--- config.mk ---
export PLATFORM = sky130hd
export DESIGN_NAME = periph_rr_arbiter
export DESIGN_NICKNAME = d
export VERILOG_FILES = /design/src/rtl/periph_arb_pkg.sv /design/src/rtl/periph_rr_arbiter_rr_pick.sv /design/src/rtl/periph_rr_arbiter.sv
export SDC_FILE = /design/constraint.sdc
export NUM_CORES = 1
export LEC_CHECK = 0
export CAP_MARGIN = 20
export CORE_ASPECT_RATIO = 1.5
export CORE_UTILIZATION = 35
export CTS_BUF_LIST = sky130_fd_sc_hd__clkbuf_4
export DETAILED_ROUTE_END_ITERATION = 7
export GPL_ROUTABILITY_DRIVEN = 0
export PLACE_DENSITY_LB_ADDON = 0.2
export SYNTH_ARGS = -nofsm -noshare
export SYNTH_HDL_FRONTEND = slang
export SYNTH_HIERARCHICAL = 1
export SYNTH_SLANG_ARGS = --single-unit
--- constraint.sdc ---
create_clock -name clk -period 2.8 [get_ports clk]
set_clock_uncertainty 0.15 [all_clocks]
set_input_delay 0.56 -clock clk [delete_from_list [all_inputs] [get_ports clk]]
set_output_delay 0.56 -clock clk [all_outputs]
set_load 0.02 [all_outputs]
--- src/rtl/periph_arb_pkg.sv ---
// Shared types and default constants for the round-robin peripheral arbiter.
// Optional watchdog is enabled by defining PERIPH_ARB_TIMEOUT_EN.
package periph_arb_pkg;

    typedef enum logic [1:0] {
        IDLE    = 2'd0,
        SEND    = 2'd1,
        RELEASE = 2'd2,
        DONE    = 2'd3
    } arb_state_e;

    localparam int DEFAULT_DATA_W         = 16;
    localparam int DEFAULT_TIMEOUT_CYCLES = 64;

endpackage

--- src/rtl/periph_rr_arbiter_rr_pick.sv ---
// Combinational round-robin pick: rotate the request vector by ptr,
// priority-encode the lowest set bit, then rotate the index back.
module rr_pick #(
    parameter int N_REQ = 4,
    parameter int PTR_W = 2
) (
    input  logic [N_REQ-1:0] req,
    input  logic [PTR_W-1:0] ptr,
    output logic [PTR_W-1:0] winner,
    output logic             any_req
);

    logic [N_REQ-1:0] rot;
    logic [PTR_W-1:0] rot_idx;
    logic [PTR_W:0]   sum;

    generate
        for (genvar gi = 0; gi < N_REQ; gi++) begin : g_rot
            logic [PTR_W:0] src;
            always_comb begin
                src = (PTR_W+1)'(gi) + {1'b0, ptr};
                if (src >= (PTR_W+1)'(N_REQ)) begin
                    src = src - (PTR_W+1)'(N_REQ);
                end
            end
            assign rot[gi] = req[src[PTR_W-1:0]];
        end
    endgenerate

    // Scan downwards so the lowest rotated index (closest to ptr) wins.
    always_comb begin
        rot_idx = '0;
        for (int i = N_REQ - 1; i >= 0; i--) begin
            if (rot[i]) begin
                rot_idx = PTR_W'(i);
            end
        end
    end

    always_comb begin
        sum = {1'b0, rot_idx} + {1'b0, ptr};
        if (sum >= (PTR_W+1)'(N_REQ)) begin
            sum = sum - (PTR_W+1)'(N_REQ);
        end
        winner = sum[PTR_W-1:0];
    end

    assign any_req = |req;

endmodule

--- src/rtl/periph_rr_arbiter.sv ---
// Round-robin arbiter sharing one send/ack (four-phase) peripheral among N_REQ masters.
// Define PERIPH_ARB_TIMEOUT_EN to add a per-phase watchdog that aborts with err.
module periph_rr_arbiter
    import periph_arb_pkg::*;
#(
    parameter int N_REQ          = 4,
    parameter int DATA_W         = DEFAULT_DATA_W,
    parameter int TIMEOUT_CYCLES = DEFAULT_TIMEOUT_CYCLES
) (
    input  logic                    clk,
    input  logic                    rst,
    input  logic [N_REQ-1:0]        req,
    input  logic [N_REQ*DATA_W-1:0] req_data,
    output logic [N_REQ-1:0]        grant,
    output logic [N_REQ-1:0]        done,
    output logic                    err,
    output logic                    busy,
    output logic                    periph_send,
    output logic [DATA_W-1:0]       periph_data,
    input  logic                    periph_ack
);

    localparam int PTR_W = (N_REQ > 1) ? $clog2(N_REQ) : 1;

    arb_state_e        state_q, state_d;
    logic [PTR_W-1:0]  ptr_q, ptr_d, winner_q, winner_d, pick;
    logic [N_REQ-1:0]  grant_q, grant_d, done_q, done_d;
    logic              send_q, send_d;
    logic [DATA_W-1:0] data_q, data_d;
    logic              any_req, timeout_hit, abort;

    rr_pick #(.N_REQ(N_REQ), .PTR_W(PTR_W)) u_pick (
        .req     (req),
        .ptr     (ptr_q),
        .winner  (pick),
        .any_req (any_req)
    );

    always_comb begin
        state_d  = state_q;
        ptr_d    = ptr_q;
        winner_d = winner_q;
        grant_d  = grant_q;
        done_d   = '0;
        send_d   = send_q;
        data_d   = data_q;
        abort    = 1'b0;
        case (state_q)
            IDLE: begin
                if (any_req) begin
                    state_d  = SEND;
                    winner_d = pick;
                    grant_d  = N_REQ'(1) << pick;
                    data_d   = req_data[pick*DATA_W +: DATA_W];
                    send_d   = 1'b1;
                end
            end
            SEND: begin
                if (periph_ack) begin
                    send_d  = 1'b0;
                    state_d = RELEASE;
                end else if (timeout_hit) begin
                    abort = 1'b1;
                end
            end
            RELEASE: begin
                if (!periph_ack) begin
                    state_d = DONE;
                end else if (timeout_hit) begin
                    abort = 1'b1;
                end
            end
            DONE: begin
                state_d = IDLE;
                data_d  = '0;
            end
            default: state_d = IDLE;
        endcase
        if (abort) begin
            state_d = DONE;
            send_d  = 1'b0;
        end
        // Normal completion and watchdog abort retire the transaction identically.
        if (state_d == DONE && state_q != DONE) begin
            done_d  = grant_q;
            grant_d = '0;
            ptr_d   = (winner_q == PTR_W'(N_REQ - 1)) ? '0 : winner_q + PTR_W'(1);
        end
    end

    always_ff @(posedge clk) begin
        if (rst) begin
            state_q  <= IDLE;
            ptr_q    <= '0;
            winner_q <= '0;
            grant_q  <= '0;
            done_q   <= '0;
            send_q   <= 1'b0;
            data_q   <= '0;
        end else begin
            state_q  <= state_d;
            ptr_q    <= ptr_d;
            winner_q <= winner_d;
            grant_q  <= grant_d;
            done_q   <= done_d;
            send_q   <= send_d;
            data_q   <= data_d;
        end
    end

`ifdef PERIPH_ARB_TIMEOUT_EN
    localparam int CNT_W = (TIMEOUT_CYCLES > 2) ? $clog2(TIMEOUT_CYCLES) : 1;

    logic [CNT_W-1:0] cnt_q, cnt_d;
    logic             err_q;

    assign timeout_hit = (cnt_q == CNT_W'(TIMEOUT_CYCLES - 1));

    // Counter restarts on every state entry, so each handshake phase gets its own budget.
    always_comb begin
        cnt_d = '0;
        if (state_d == state_q && (state_q == SEND || state_q == RELEASE)) begin
            cnt_d = cnt_q + CNT_W'(1);
        end
    end

    always_ff @(posedge clk) begin
        if (rst) begin
            cnt_q <= '0;
            err_q <= 1'b0;
        end else begin
            cnt_q <= cnt_d;
            err_q <= abort;
        end
    end

    assign err = err_q;
`else
    // No watchdog: a positive limit never fires, so ack is awaited indefinitely.
    assign timeout_hit = (TIMEOUT_CYCLES < 1);
    assign err         = 1'b0;
`endif

    assign grant       = grant_q;
    assign done        = done_q;
    assign periph_send = send_q;
    assign periph_data = data_q;
    assign busy        = (state_q != IDLE);

endmodule
-- After elaboration in Yosys (flattened, before gate mapping)
Cells that the tools add are included.
- input port bits: 71
- flip-flop bits (word level): 31
- eq/ne operators: 8
- $add $sub $neg: 10
- reduce and logical (&&, ||, !) cells: 11
- bitwise gates (word level): 1
- shift-type cells: 2
- order comparisons: 9
- mux-type cells: 27
- operators with widths (operator ; count):
    indexed part select 64 x 7 -> 16 bit ; 1
    case mux 16 bit (2 select lines) ; 1
    2-to-1 mux 2 bit ; 13
    2-to-1 mux 16 bit ; 1
    greater-or-equal comparator 3 bit (second input constant) ; 4
    less-than comparator 2 x 3 -> 1 bit (second input constant) ; 4
    subtractor 2 x 1 -> 2 bit (second input constant) ; 5
    binary-select mux 1 bit (select 2 bit) ; 4
    equality test 2 bit (second input constant) ; 4
    case mux 2 bit (4 select lines) ; 1
    adder 2 x 2 -> 3 bit (first input constant) ; 2
    2-to-1 mux 1 bit ; 6
    inequality test 2 bit (second input constant) ; 3
    nonzero test 2 bit ; 3
    AND reduction 2 bit ; 2
    OR reduction 2 bit ; 2
    OR reduction 4 bit ; 1
    left shift 1 x 2 -> 4 bit (first input constant) ; 1
    adder 1 x 2 -> 3 bit (first input constant) ; 1
    adder 2 x 2 -> 3 bit ; 1
    greater-or-equal comparator 2 x 3 -> 1 bit (second input constant) ; 1
    AND reduction 3 bit ; 1
    adder 2 x 1 -> 2 bit (second input constant) ; 1
    equality test 2 x 1 -> 1 bit (second input constant) ; 1
    4 further kinds ; 4

-- Logic depth before layout (Yosys ltp)
- depth in word-level cells: 15
- depth in mapped cells: 11
- mapped depth without buffers: 9

-- Modules after synthesis
Netlist, hierarchy kept.
- by module, submodules not included (module ; cells each ; area each (um^2) ; sequential area each (um^2) ; times used):
    periph_rr_arbiter ; 123 ; 1483.9 ; 620.6 ; 1
    rr_pick ; 27 ; 181.4 ; 0.0 ; 1

-- Least setup slack after synthesis
OpenSTA, ideal clock, no wires.
- path kind: input port to flip-flop
- start point: input port req[1]
- end point: register data_q[10], in the netlist periph_data[10]
- buffers on the path: 1
- data required time: 2.533 ns
- data arrival time: 2.431 ns
- setup time: 0.117 ns
- path slack: 0.102 ns
- cell stages on the path: 8
- path through: or2b_1 o22ai_1 o21ai_0 o221ai_1 ha_1 buf_1 mux4_2 a22o_1
- word-level cells in the longest chain between the ends: 12
- elaborated cells on any way between the ends: 22
- classes of those cells: add/sub: 2; order compare: 1; eq/ne: 1; shift: 1; mux: 15; reduce/logical: 2
- ends and longest elaborated chain (item ; RTL line ; source):
    start, declared ; periph_rr_arbiter.sv:12 ; input logic [N_REQ-1:0] req,
    binary-select mux 1 bit (select 2 bit) ; periph_rr_arbiter_rr_pick.sv:26 ; assign rot[gi] = req[src[PTR_W-1:0]];
    2-to-1 mux 1 bit (not written as such) ; periph_rr_arbiter_rr_pick.sv:26 ;
    2-to-1 mux 2 bit (3 in series) ; periph_rr_arbiter_rr_pick.sv:34 ; if (rot[i]) begin
    2-to-1 mux 2 bit * ; periph_rr_arbiter_rr_pick.sv:34 ;
    adder 2 x 2 -> 3 bit * ; periph_rr_arbiter_rr_pick.sv:41 ; sum = {1'b0, rot_idx} + {1'b0, ptr};
    greater-or-equal comparator 3 bit or subtractor 2 x 1 -> 2 bit (tied branches) ; periph_rr_arbiter_rr_pick.sv:42, periph_rr_arbiter_rr_pick.sv:43 ;
    2-to-1 mux 2 bit * ; periph_rr_arbiter_rr_pick.sv:42 ; if (sum >= (PTR_W+1)'(N_REQ)) begin
    via pick[0] ; periph_rr_arbiter.sv:26 ; logic [PTR_W-1:0] ptr_q, ptr_d, winner_q, winner_d, pick;
    indexed part select 64 x 7 -> 16 bit * ; periph_rr_arbiter.sv:54 ; data_d = req_data[pick*DATA_W +: DATA_W];
    2-to-1 mux 16 bit * ; periph_rr_arbiter.sv:50 ; if (any_req) begin
    case mux 16 bit (2 select lines) * ; periph_rr_arbiter.sv:48 ; case (state_q)
    end signal, assigned ; periph_rr_arbiter.sv:107 ; data_q <= data_d;
    end, declared ; periph_rr_arbiter.sv:29 ; logic [DATA_W-1:0] data_q, data_d;
Mark *: on every way through the listed nets, which the timed path passes. The rest lies on a longest branch. The select of a mux whose other input is x is not followed.
A chain may end at the register's enable or synchronous reset.

-- Worst setup path in the final report
- start point: input port req[0]
- end point: register data_q[12], in the netlist periph_data[12]
The elaborated chain is that of the path after synthesis.

==> run summary <==
outcome: finished, final reports clean
Setup TNS Final: 0 ns
syn avg cell area: 11.1 um2
GRT Residual Overflow: 0
n_diodes: 0
first-pass GRT wire length: 7430 um
final WL: 4670 um
sequential share of power: 0.375
Synth area leader: dfxtp_1
final worst-path cycle share: 0.922
HP Class: reg -> reg
DP HPWL: 3660 um
post-route cell area: 0.00291 mm2
TritonRoute pass-1 iters: 4
endpoints failing hold: 0
clock latency on the worst-skew pair: 0.33 ns
Syn-to-layout area delta: 74.6%
post-synth top area share: 0.373
1st-iter DRT viols: 58
Wirelength per Cell: 14.4 um
Boundary Pins: 98
crit path max fanout: 7
Clock Power Share: 0.253
synthesized cell area: 0.00167 mm2
Die W: 58.3 um
clock-pin slew on the worst setup and hold paths: 0.10 ns
peak supply drop: 330 uV
leakage power: 0.00113 uW
Worst EP required: 2.88 ns
vias in the first global route: 1648
largest cells by area after synthesis: dfxtp_1, mux4_2, a22o_1
post-route worst setup slack: 0.218 ns
Via density: 4.93
CP arrival: 2.66 ns
Port Buffer Count: 96
pre-CTS setup slack: -0.434 ns
Die H: 86.5 um
Slew Limit Fails: 0
RSZ-0062 raised after global routing: false
largest net degree at the start of global routing: 17
total power: 1390 uW
die area: 0.00504 mm2
CTS tree: done
CP endpoint kind: flip-flop
clock root buffer: clkbuf_4
fin nets: 333
CTS H-Tree Depth: 2
Sink Count: 31
drt drc: 0
Post-CTS Setup Inserts: 0
Comb power frac: 0.371
Antenna Violating Nets Remaining: 0
Yosys Warn Count: 6
cts bufs inserted: 5
Tot GR Track Use: 0.195
DP Area: 0.00280 mm2
switching fraction of total power: 0.286
max cap viols: 0
post-layout min period: 2.58 ns
post-synth cell types: 37
setup violators final: 0
Power Dens Cells: 476 mW/mm2
CP Launch Type: primary input
NetSw: 396 uW
# rows: 30
Net Count, Synth: 223
WS Path Type: in -> reg
Mapped Cells: 150
core region area: 0.00454 mm2
Fmax: 387 MHz
DR vias: 1601
sequential element share of the synthesized area: 0.373
antenna violations before repair: 0
layout cells sized above 1: 0.199
Initial Util: 0.367
Synth Register Bits: 31
P_int: 989 uW
maximum clock path buffer count: 2
logic make-up after synthesis:
family          Yosys count  share of synthesized area
simple gates             44                      0.148
fa+ha+maj                 2                     0.0150
other cells               1                    0.00225
flops                    31                      0.373
mux                      17                      0.225
compound gates           39                      0.174
xor+xnor                  2                     0.0105
buf+inv                  14                     0.0518
sequential cells by signal, summed over array words and instances, names as in the netlist:
name / cells
done: 4
grant: 4
periph_data: 16
periph_send: 1
ptr_q: 2
state_q: 2
winner_q: 2
through the flow:
| stage | cells | utilization | hold WS, ns |
|---|---|---|---|
| floorplan | 150 | - | 0.290 |
| global placement | 317 | 0.617 | 0.296 |
| detailed placement | 317 | 0.617 | 0.303 |
| CTS | 325 | 0.635 | 0.318 |
| global route | 325 | 0.640 | 0.346 |
| finish | 325 | 0.640 | 0.317 |
worst paths after layout:
| check | slack, ns | cells after the start | from | endpoint |
|---|---|---|---|---|
| max | 0.22 | 11 | req[0] | periph_data[12] |
| min | 0.32 | 2 | winner_q[1] | winner_q[1] |
| max reg2reg | 0.30 | 9 | ptr_q[1] | periph_data[12] |
| min reg2reg | 0.32 | 2 | winner_q[1] | winner_q[1] |
final cells by class:
cell class | instances | area [um2]
repair buffers | 115 | 1140
flip-flops and latches | 31 | 621
well taps | 64 | 80.1
fillers | 386 | 1630
inverters | 2 | 7.51
clock inverters | 3 | 38.8
multi-input cells | 105 | 981
clock buffers | 5 | 37.5
cells in the mapped netlist:
| master | number |
|---|---|
| o221ai_1 | 1 |
| mux4_2 | 16 |
| nor3b_1 | 1 |
| a211oi_2 | 1 |
| o22ai_1 | 2 |
| or3_1 | 1 |
| a22o_1 | 18 |
| conb_1 | 1 |
| buf_1 | 1 |
| clkbuf_1 | 3 |
| nor2b_1 | 3 |
| or2b_1 | 2 |
| a31oi_1 | 1 |
| nand2b_1 | 1 |
| buf_4 | 2 |
| and2_1 | 4 |
| buf_6 | 3 |
| nor2_4 | 1 |
| inv_1 | 2 |
| or3b_1 | 1 |
| dfxtp_1 | 31 |
| o21ai_0 | 3 |
| a32oi_1 | 1 |
| nand3_1 | 1 |
| a21oi_1 | 9 |
| o311ai_0 | 1 |
| o21bai_1 | 2 |
| ha_1 | 2 |
| nand2_1 | 13 |
| nor3_1 | 2 |
| or2_2 | 3 |
| nand3b_1 | 4 |
| mux2_4 | 1 |
| nor3b_2 | 1 |
| xnor2_1 | 2 |
| nor2_1 | 6 |
| buf_2 | 3 |
metal layers:
layer	wire, um	GRT usage	share of wire	vias up
met5	0	0	0	-
met4	88	0.0779	0.019	0
met3	293	0.0507	0.063	8
met2	2600	0.375	0.56	53
met1	1680	0.193	0.36	751
li1	-	-	-	789
power by group through the flow:
stage	clock (uW)	combinational, uW	sequential (uW)
2_1_floorplan	0	221	572
3_3_place_gp	0	510	530
3_5_place_dp	0	516	531
4_1_cts	365	522	521
5_1_grt	381	552	527
6_report	351	515	520
repair_timing:
action                     in CTS  in global routing
gates resized for setup         5                  5
pin swaps                       1                  1
hold endpoints to repair        0                  0
hold buffers                    0                  0
setup endpoints to repair      16                 18
worst max-delay path, stage by stage:
cell and delay, ns:
dlygate4sd2_1 0.32, or2b_1 0.14, o22ai_1 0.07, o21ai_1 0.13
o221ai_1 0.13, ha_1 0.23, xnor2_2 0.16, xnor2_2 0.25
buf_4 0.16, mux4_2 0.27, a22o_1 0.25
placed cells by master (no fill, tap or decap), types with 3 or more instances in the layout:
master / instances
nand2_1: 13
mux4_2: 16
nor2b_1: 3
clkdlybuf4s50_1: 92
dfxtp_1: 31
and2_1: 4
a22o_1: 18
nand3b_1: 4
nor2_1: 6
buf_4: 15
clkbuf_4: 5
or2_2: 3
a21oi_1: 9
dlymetal6s2s_1: 3
Power figures use the tool's default switching activity.
